**src/rtl/fdc_image_server_if.sv**
```systemverilog
// Byte-wide memory bus between the sector server and the external image
// memory (SRAM/SDRAM arbiter port).
//
//   mem_addr   byte address, valid while mem_rd or mem_wr is high
//   mem_rd     read request, held until mem_ack
//   mem_wr     write request, held until mem_ack
//   mem_wdata  write data, held with mem_wr
//   mem_rdata  read data, valid in the mem_ack cycle
//   mem_ack    one-cycle completion pulse
//
// master: the sector server. slave: the memory / arbiter.
interface fdc_image_server_if #(
    parameter int ADDR_WIDTH = 21
);
    logic [ADDR_WIDTH-1:0] mem_addr;
    logic                  mem_rd;
    logic                  mem_wr;
    logic [7:0]            mem_wdata;
    logic [7:0]            mem_rdata;
    logic                  mem_ack;

    modport master (
        output mem_addr, mem_rd, mem_wr, mem_wdata,
        input  mem_rdata, mem_ack
    );

    modport slave (
        input  mem_addr, mem_rd, mem_wr, mem_wdata,
        output mem_rdata, mem_ack
    );
endinterface

```
**src/rtl/fdc_image_server.sv**
```systemverilog
// Sector server behind the WD1770 emulation's dsr/dcr port. Decodes sector
// read/write commands, maps side/track/sector onto a linear byte address in
// an MGT disk image and moves one 512-byte sector between the image memory
// and the FDC FIFOs, then completes the ack / ack-of-ack handshake.
//
// Ports:
//   clk, rstn     clock, synchronous active-low reset
//   dsr           command word: [7:0] sect, [14:8] trk, [15] side,
//                 [23] drst, [24] rd0, [25] rd1, [26] wr0, [27] wr1
//   dcr           status: [4] ack, [3] err, all other bits 0
//   dd0in         byte to the FDC input FIFO
//   dd0inclk      one-cycle write strobe for dd0in
//   dd0out        head of the FDC output FIFO (show-ahead)
//   dd0outclk     one-cycle pop strobe for the FDC output FIFO
//   img_present   per-drive image-mounted flags
//   mem           memory bus (master side)
//   busy          high whenever the server is not idle
module fdc_image_server #(
    parameter int                    SPT         = 10,
    parameter int                    TRACKS      = 80,
    parameter int                    SIDES       = 2,
    parameter int                    ADDR_WIDTH  = 21,
    parameter logic [ADDR_WIDTH-1:0] DRIVE1_BASE = 21'h100000
) (
    input  logic                      clk,
    input  logic                      rstn,
    input  logic [31:0]               dsr,
    output logic [31:0]               dcr,
    output logic [7:0]                dd0in,
    output logic                      dd0inclk,
    input  logic [7:0]                dd0out,
    output logic                      dd0outclk,
    input  logic [1:0]                img_present,
    fdc_image_server_if.master        mem,
    output logic                      busy
);

    typedef enum logic [3:0] {
        IDLE,
        CHECK,
        RD_REQ,
        RD_WAIT,
        RD_PUSH,
        WR_REQ,
        WR_WAIT,
        ACK,
        DRST_LO
    } state_t;

    state_t                state;
    logic                  is_wr;
    logic                  drive;
    logic                  side_r;
    logic [6:0]            trk_r;
    logic [7:0]            sect_r;
    logic [8:0]            idx;
    logic [ADDR_WIDTH-1:0] sect_base;
    logic                  ack_r;
    logic                  err_r;

    // Command decode, priority rd0 > rd1 > wr0 > wr1.
    logic cmd_valid;
    logic cmd_wr;
    logic cmd_drive;

    always_comb begin
        // NOTE: defaults first so every path assigns; an incomplete if-chain
        // would otherwise infer a latch.
        cmd_valid = |dsr[27:24];
        cmd_wr    = 1'b0;
        cmd_drive = 1'b0;
        if (!dsr[24]) begin
            if (dsr[25]) begin
                cmd_drive = 1'b1;
            end else if (dsr[26]) begin
                cmd_wr = 1'b1;
            end else if (dsr[27]) begin
                cmd_wr    = 1'b1;
                cmd_drive = 1'b1;
            end
        end
    end

    // Geometry check and linear sector number from the latched fields.
    // Worst case (79*2+1)*10+9 = 1599 fits the 11-bit arithmetic.
    logic [10:0] lba;
    logic        bad_cmd;

    assign lba = (11'(trk_r) * 11'(SIDES) + 11'(side_r)) * 11'(SPT)
               + 11'(sect_r) - 11'd1;

    assign bad_cmd = (sect_r == 8'd0)
                  || (32'(sect_r) > SPT)
                  || (32'(trk_r) >= TRACKS)
                  || (32'(side_r) >= SIDES)
                  || !img_present[drive];

    assign dcr = {27'd0, ack_r, err_r, 3'd0};

    // The pop has to land in the mem_ack cycle itself so that the next
    // WR_REQ samples the new FIFO head; a registered strobe would be one
    // cycle late and write the same byte twice. Gated by rstn so a reset
    // cycle never pops.
    assign dd0outclk = rstn && (state == WR_WAIT) && mem.mem_ack;

    always_ff @(posedge clk) begin
        // NOTE: non-blocking assignments for all state so every register
        // updates from pre-edge values, independent of statement order.
        if (!rstn) begin
            state         <= IDLE;
            is_wr         <= 1'b0;
            drive         <= 1'b0;
            side_r        <= 1'b0;
            trk_r         <= '0;
            sect_r        <= '0;
            idx           <= '0;
            sect_base     <= '0;
            ack_r         <= 1'b0;
            err_r         <= 1'b0;
            dd0in         <= '0;
            dd0inclk      <= 1'b0;
            busy          <= 1'b0;
            mem.mem_addr  <= '0;
            mem.mem_rd    <= 1'b0;
            mem.mem_wr    <= 1'b0;
            mem.mem_wdata <= '0;
        end else begin
            dd0inclk <= 1'b0;

            case (state)
                IDLE: begin
                    if (cmd_valid) begin
                        is_wr  <= cmd_wr;
                        drive  <= cmd_drive;
                        side_r <= dsr[15];
                        trk_r  <= dsr[14:8];
                        sect_r <= dsr[7:0];
                        busy   <= 1'b1;
                        state  <= CHECK;
                    end
                end

                CHECK: begin
                    idx <= '0;
                    if (bad_cmd) begin
                        ack_r <= 1'b1;
                        err_r <= 1'b1;
                        state <= ACK;
                    end else begin
                        sect_base <= (drive ? DRIVE1_BASE : '0)
                                   + ADDR_WIDTH'({lba, 9'b0});
                        state     <= is_wr ? WR_REQ : RD_REQ;
                    end
                end

                RD_REQ: begin
                    mem.mem_addr <= sect_base + ADDR_WIDTH'(idx);
                    mem.mem_rd   <= 1'b1;
                    state        <= RD_WAIT;
                end

                // The strobe is raised here so that it is high exactly
                // during RD_PUSH, with dd0in holding the captured byte.
                RD_WAIT: begin
                    if (mem.mem_ack) begin
                        dd0in      <= mem.mem_rdata;
                        dd0inclk   <= 1'b1;
                        mem.mem_rd <= 1'b0;
                        state      <= RD_PUSH;
                    end
                end

                RD_PUSH: begin
                    if (idx == 9'd511) begin
                        ack_r <= 1'b1;
                        state <= ACK;
                    end else begin
                        idx   <= idx + 9'd1;
                        state <= RD_REQ;
                    end
                end

                WR_REQ: begin
                    mem.mem_addr  <= sect_base + ADDR_WIDTH'(idx);
                    mem.mem_wdata <= dd0out;
                    mem.mem_wr    <= 1'b1;
                    state         <= WR_WAIT;
                end

                WR_WAIT: begin
                    if (mem.mem_ack) begin
                        mem.mem_wr <= 1'b0;
                        if (idx == 9'd511) begin
                            ack_r <= 1'b1;
                            state <= ACK;
                        end else begin
                            idx   <= idx + 9'd1;
                            state <= WR_REQ;
                        end
                    end
                end

                ACK: begin
                    if (dsr[23]) begin
                        ack_r <= 1'b0;
                        err_r <= 1'b0;
                        state <= DRST_LO;
                    end
                end

                // Command bits may still be set here; they are only looked
                // at again once drst has dropped and we are back in IDLE.
                DRST_LO: begin
                    if (!dsr[23]) begin
                        busy  <= 1'b0;
                        state <= IDLE;
                    end
                end

                default: begin
                    state <= IDLE;
                end
            endcase
        end
    end

endmodule

```
**src/flat_wrapper.sv**
```systemverilog
// flat-port wrapper written by rule: the top's interface ports become plain ports
module fdc_image_server_flat 
#(
    parameter int                    SPT         = 10,
    parameter int                    TRACKS      = 80,
    parameter int                    SIDES       = 2,
    parameter int                    ADDR_WIDTH  = 21,
    parameter logic [ADDR_WIDTH-1:0] DRIVE1_BASE = 21'h100000
)
  (clk, rstn, dsr, dcr, dd0in, dd0inclk, dd0out, dd0outclk, img_present, busy, mem_mem_addr, mem_mem_rd, mem_mem_wr, mem_mem_wdata, mem_mem_rdata, mem_mem_ack);
  fdc_image_server_if #(.ADDR_WIDTH(ADDR_WIDTH)) mem_i ();
  input  logic clk;
  input  logic rstn;
  input  logic [31:0] dsr;
  output logic [31:0] dcr;
  output logic [7:0] dd0in;
  output logic dd0inclk;
  input  logic [7:0] dd0out;
  output logic dd0outclk;
  input  logic [1:0] img_present;
  output logic busy;
  output wire logic [$bits(mem_i.mem_addr)-1:0] mem_mem_addr;
  output wire logic [$bits(mem_i.mem_rd)-1:0] mem_mem_rd;
  output wire logic [$bits(mem_i.mem_wr)-1:0] mem_mem_wr;
  output wire logic [$bits(mem_i.mem_wdata)-1:0] mem_mem_wdata;
  input wire logic [$bits(mem_i.mem_rdata)-1:0] mem_mem_rdata;
  input wire logic [$bits(mem_i.mem_ack)-1:0] mem_mem_ack;
  assign mem_mem_addr = mem_i.mem_addr;
  assign mem_mem_rd = mem_i.mem_rd;
  assign mem_mem_wr = mem_i.mem_wr;
  assign mem_mem_wdata = mem_i.mem_wdata;
  assign mem_i.mem_rdata = mem_mem_rdata;
  assign mem_i.mem_ack = mem_mem_ack;
  fdc_image_server #(.SPT(SPT), .TRACKS(TRACKS), .SIDES(SIDES), .ADDR_WIDTH(ADDR_WIDTH), .DRIVE1_BASE(DRIVE1_BASE)) u_core (.clk(clk), .rstn(rstn), .dsr(dsr), .dcr(dcr), .dd0in(dd0in), .dd0inclk(dd0inclk), .dd0out(dd0out), .dd0outclk(dd0outclk), .img_present(img_present), .mem(mem_i), .busy(busy));
endmodule
```
**config.mk**
```make
export PLATFORM = sky130hd
export DESIGN_NAME = fdc_image_server_flat
export DESIGN_NICKNAME = d
export VERILOG_FILES = /design/src/rtl/fdc_image_server_if.sv /design/src/rtl/fdc_image_server.sv /design/src/flat_wrapper.sv
export SDC_FILE = /design/constraint.sdc
export NUM_CORES = 1
export LEC_CHECK = 0
export ABC_AREA = 0
export BUFFER_PORTS_ARGS = -buffer_cell sky130_fd_sc_hd__buf_2
export CAP_MARGIN = 0
export CORE_UTILIZATION = 30
export CTS_CLUSTER_DIAMETER = 40
export CTS_CLUSTER_SIZE = 10
export DETAILED_ROUTE_END_ITERATION = 8
export GPL_TIMING_DRIVEN = 0
export PLACE_DENSITY_LB_ADDON = 0.08
export SYNTH_ARGS = -nofsm -noshare
export SYNTH_HDL_FRONTEND = slang
export SYNTH_SLANG_ARGS = --single-unit
```
**constraint.sdc**
```tcl
create_clock -name clk -period 5.5 [get_ports clk]
set_input_delay 1.375 -clock clk [delete_from_list [all_inputs] [get_ports clk]]
set_output_delay 1.375 -clock clk [all_outputs]
set_load 0.01 [all_outputs]
```
# Word level (Yosys, flattened, before mapping)
# Index checks and enable logic that the tools add are counted.
word_totals:
  regBits: 95
  latch_bits: 0
  ramBits: 0
  rom_bits: 0
  elab_cells: 106
  mem_count: 0
classes:
  add_sub_neg: 6
  mul: 1
  n_div: 0
  order_cmp: 3
  n_eq_ne: 15
  n_shift: 0
  muxes: 36
  n_bitwise: 1
  n_reduce_logical: 27
ops:
  columns: ["operator", "count"]
  rows:
  - ["4-bit one-hot mux with 9 select lines", 1]
  - ["9-bit one-hot mux with 3 select lines", 1]
  - ["4-bit two-way mux", 6]
  - ["21-bit by 20-bit adder with 21-bit output", 1]
  - ["21-bit by 9-bit adder with 21-bit output", 1]
  - ["21-bit two-way mux", 1]
  - ["9-bit two-way mux", 2]
  - ["1-bit two-way mux", 17]
  - ["4-bit by 3-bit == test with 1-bit output (second input constant)", 4]
  - ["2-bit AND reduction", 7]
  - ["11-bit by 8-bit adder with 11-bit output", 1]
  - ["11-bit by 3-bit multiplier with 10-bit output (second input constant)", 1]
  - ["11-bit by 1-bit subtractor with 11-bit output (second input constant)", 1]
  - ["8-bit by 1-bit adder with 9-bit output", 1]
  - ["9-bit by 1-bit adder with 9-bit output (second input constant)", 1]
  - ["9-bit == test (second input constant)", 1]
  - ["4-bit by 2-bit == test with 1-bit output (second input constant)", 2]
  - ["8-bit by 4-bit greater-than comparator with 1-bit output (second input constant)", 1]
  - ["8-bit logical NOT", 1]
  - ["2-bit inequality test (second input constant)", 4]
  - ["1-bit one-hot mux with 2 select lines", 4]
  - ["2-bit nonzero test", 4]
  - ["7-bit greater-or-equal comparator (second input constant)", 1]
  - ["3-bit two-way mux", 2]
  - ["18 further kinds", 23]

# Depth between registers and ports, before layout
logic_depth:
  depth_word: 6
  ltp_mapped: 15

# Worst setup path before layout
# OpenSTA, ideal clock, no wires.
synth_path:
  path_kind: "input to output"
  startpoint: "input rstn"
  endpoint: "output dd0outclk"
  arrival_ps: 2095
  setup_slack_ps: 2030
  stages: 4
  path_buffers: 2
  cell_sequence: "buf_2 inv_1 clkbuf_1 nor3_1"
synth_between:
  elab_chain_cells: 2
synth_lines:
  columns: ["item", "line", "text"]
  rows:
  - ["start, declared", "flat_wrapper.sv:13", "input logic rstn;"]
  - ["1-bit logical AND (2 in a row)", "fdc_image_server.sv:104", "assign dd0outclk = rstn && (state == WR_WAIT) && mem.mem_ack;"]
  - ["end, declared", "flat_wrapper.sv:19", "output logic dd0outclk;"]
# Every way passes these cells.

# Worst setup path after layout
# Same ends and word-level chain as after synthesis.

==> flow_metrics.env <==
export IMPL_clock_latency_ps=350
export IMPL_dp_hpwl_mm=8.18
export IMPL_skew_ps=7.35
export IMPL_internal_power_mw=1.65
export IMPL_cts_hold_buf=0
export IMPL_status="completed"
export IMPL_total_power_mw=2.80
export IMPL_cellPowerDensity_nw_per_um2=495
export IMPL_rsz0062_at_grt="false"
export IMPL_synth_flop_cell="dfxtp_1"
export IMPL_postSynth_asyncResetShare_pct=0
export IMPL_synth_area_um2=4600
export IMPL_rr_startpoint="u_core.trk_r[1]"
export IMPL_p_sw_mw=1.14
export IMPL_hold_path_class="reg2reg"
export IMPL_wl_per_cell_um=12.3
export IMPL_area_delta_synth_final_pct=22.7
export IMPL_seqPwrFrac_pct=27.9
export IMPL_crit_type="in2out"
export IMPL_yosysMostFrequentCell="dfxtp_1"
export IMPL_synth_cell_type_count=60
export IMPL_start_util_pct=31.2
export IMPL_cts_made_buffers=9
export IMPL_power_leakage_nw=2.59
export IMPL_report_final_setup_viol=0
export IMPL_worstSetupStartpointType="input port"
export IMPL_grtUsageTotal_pct=14.3
export IMPL_fin_setup_tns_ps=0
export IMPL_power_switching_share_pct=40.9
export IMPL_nNetsFinal=746
export IMPL_worstHoldStart="u_core.sect_r[7]"
export IMPL_fin_crit_sh_pct=69.7
export IMPL_first_pass_iters=5
export IMPL_grt_overflow_total=0
export IMPL_synth_area_top_cells="dfxtp_1, mux2i_1, ha_1"
export IMPL_netlist_top_cells_count="dfxtp_1, nor2_1, nand2_1"
export IMPL_portBuffers=84
export IMPL_fp_dieW_um=126
export IMPL_yosys_area_top_type="dfxtp_1"
export IMPL_relSlewSlack_pct=56.0
export IMPL_die_h_um=126
export IMPL_yosysSeqAreaShare_pct=37.4
export IMPL_period_needed_ps=3830
export IMPL_grt_max_degree=18
export IMPL_path_max_fanout=10
export IMPL_antenna_found_initial=0
export IMPL_clockRootBuffer="clkbuf_16"
export IMPL_dieArea_um2=15800
export IMPL_io_pins=127
export IMPL_vias=3842
export IMPL_cp_required_ps=4120
export IMPL_drive_above_1_share_pct=23.7
export IMPL_peakVddDrop_mv=0.202
export IMPL_detail_route_iter0_violations=189
export IMPL_antenna_cells=0
export IMPL_finalHoldViolCount=0
export IMPL_cts_setup_buffers=0
export IMPL_worst_endpoint_arrival_ps=2460
export IMPL_worstSetupEndpointType="output pin"
export IMPL_gp_congestion=0.802
export IMPL_htree_levels=3
export IMPL_p_comb_share_pct=50.9
export IMPL_crit_path_start="rstn"
export IMPL_grt_pass1_wl_mm=18.0
export IMPL_viasPerCell=4.51
export IMPL_drc=0
export IMPL_worstMarginPinSlew_ps=661
export IMPL_yosysTopAreaCellShare_pct=37.4
export IMPL_synth_edff_count=0
export IMPL_cts_tree="done"
export IMPL_drt_wl_total_mm=10.5
export IMPL_maxCapViolCount=0
export IMPL_synthCells=538
export IMPL_grt_pass1_vias=3678
export IMPL_syn_avg_cell_area_um2=8.55
export IMPL_slew_violations=0
export IMPL_synth_seq_cells=86
export IMPL_cts_sinks=86
export IMPL_max_freq_ghz=0.261
export IMPL_num_rows=44
export IMPL_synth_warnings=0
export IMPL_ant_nets=0
export IMPL_pwr_share_clk_pct=21.2
export IMPL_cts_buffer_depth=2
export IMPL_coreArea_um2=14800
export IMPL_ctsResizeCount=0
export IMPL_clk_pin_slew_ps=60
## final cells by class
cell class / instances / area, um^2
repair buffers: 84 / 420
clock inverters: 7 / 60.1
clock buffers: 9 / 225
plain buffers: 55 / 364
inverters: 40 / 150
multi-input cells: 386 / 2470
well taps: 184 / 230
fillers: 1561 / 9110
flip-flops and latches: 86 / 1720
## per-layer routing
metal	routed length (um)	vias to the layer above	track usage, %
met4	171	0	5.32
met2	4640	99	22.5
met3	551	13	3.53
met1	5120	1746	19.0
met5	0	-	0
li1	-	1984	-
## registers in the layout (all words and copies together), names as in the netlist, 4 cells and up
register,count
u_core.state,4
u_core.dd0in,8
u_core.mem.mem_wdata,8
u_core.sect_r,8
u_core.mem.mem_addr,21
u_core.sect_base,12
u_core.trk_r,7
u_core.idx,9
## layout by cell type (no fill, tap or decap), types with 3 or more instances in the layout
master / Yosys / routed
nor4_1: 4 / 4
o22ai_1: 3 / 3
a31oi_1: 7 / 7
o21ai_0: 10 / 10
nand2b_1: 6 / 6
xor2_1: 9 / 9
inv_1: 40 / 40
buf_1: 4 / 4
nor2b_1: 8 / 8
inv_6: 0 / 4
nor3_1: 5 / 5
dfxtp_1: 86 / 86
a211oi_1: 4 / 4
nor2_1: 84 / 84
a21oi_1: 33 / 33
buf_2: 6 / 90
clkbuf_16: 0 / 9
xnor2_1: 11 / 11
conb_1: 1 / 30
clkbuf_1: 9 / 9
ha_1: 29 / 29
mux2i_1: 43 / 43
nand2_1: 51 / 51
buf_4: 33 / 33
nand3_1: 4 / 4
## worst max-delay path, stage by stage
cell      delay [ps]
buf_2            180
inv_1            110
clkbuf_1         520
nor3_1           100
buf_2            170
## kinds of logic (layout without fill, tap and decap cells)
family	after synthesis	after routing	synth area share, %
and+or+nand+nor	181	181	17.9
buffers and inverters	95	195	11.2
DFF	86	86	37.4
AOI/OAI and AO/OA	77	77	10.5
muxes	45	45	9.84
adders and majority gates	33	33	9.22
xor gates and xnor gates	20	20	3.81
other	1	30	0.0815
## power by group through the flow
stage | clock (mW) | sequential (mW) | combinational [mW]
final | 0.592 | 0.782 | 1.42
after global routing | 0.641 | 0.796 | 1.63
after CTS | 0.616 | 0.784 | 1.44
after detailed placement | 0 | 0.798 | 1.43
after global placement | 0 | 0.796 | 1.42
after floorplan | 0 | 0.781 | 1.14
## metrics by stage
step	hold slack [ps]	cells	cell area [um^2]	util, %	setup WS (ps)
finish	476	851	5650	38.3	1670
floorplan	437	567	4710	-	2030
CTS	481	851	5650	38.3	1620
global placement	461	835	5360	36.3	1610
global route	505	851	5650	38.3	1590
detailed placement	470	835	5360	36.3	1610
## path summary, 6_finish.rpt
kind	depth (start not counted)	slack (ps)	to
setup / recovery	5	1670	dd0outclk
hold / removal	2	480	u_core.sect_r[7]
setup reg to reg	15	2070	u_core.sect_base[19]
hold reg to reg	2	480	u_core.sect_r[7]
(Power assumes the default switching activity.)
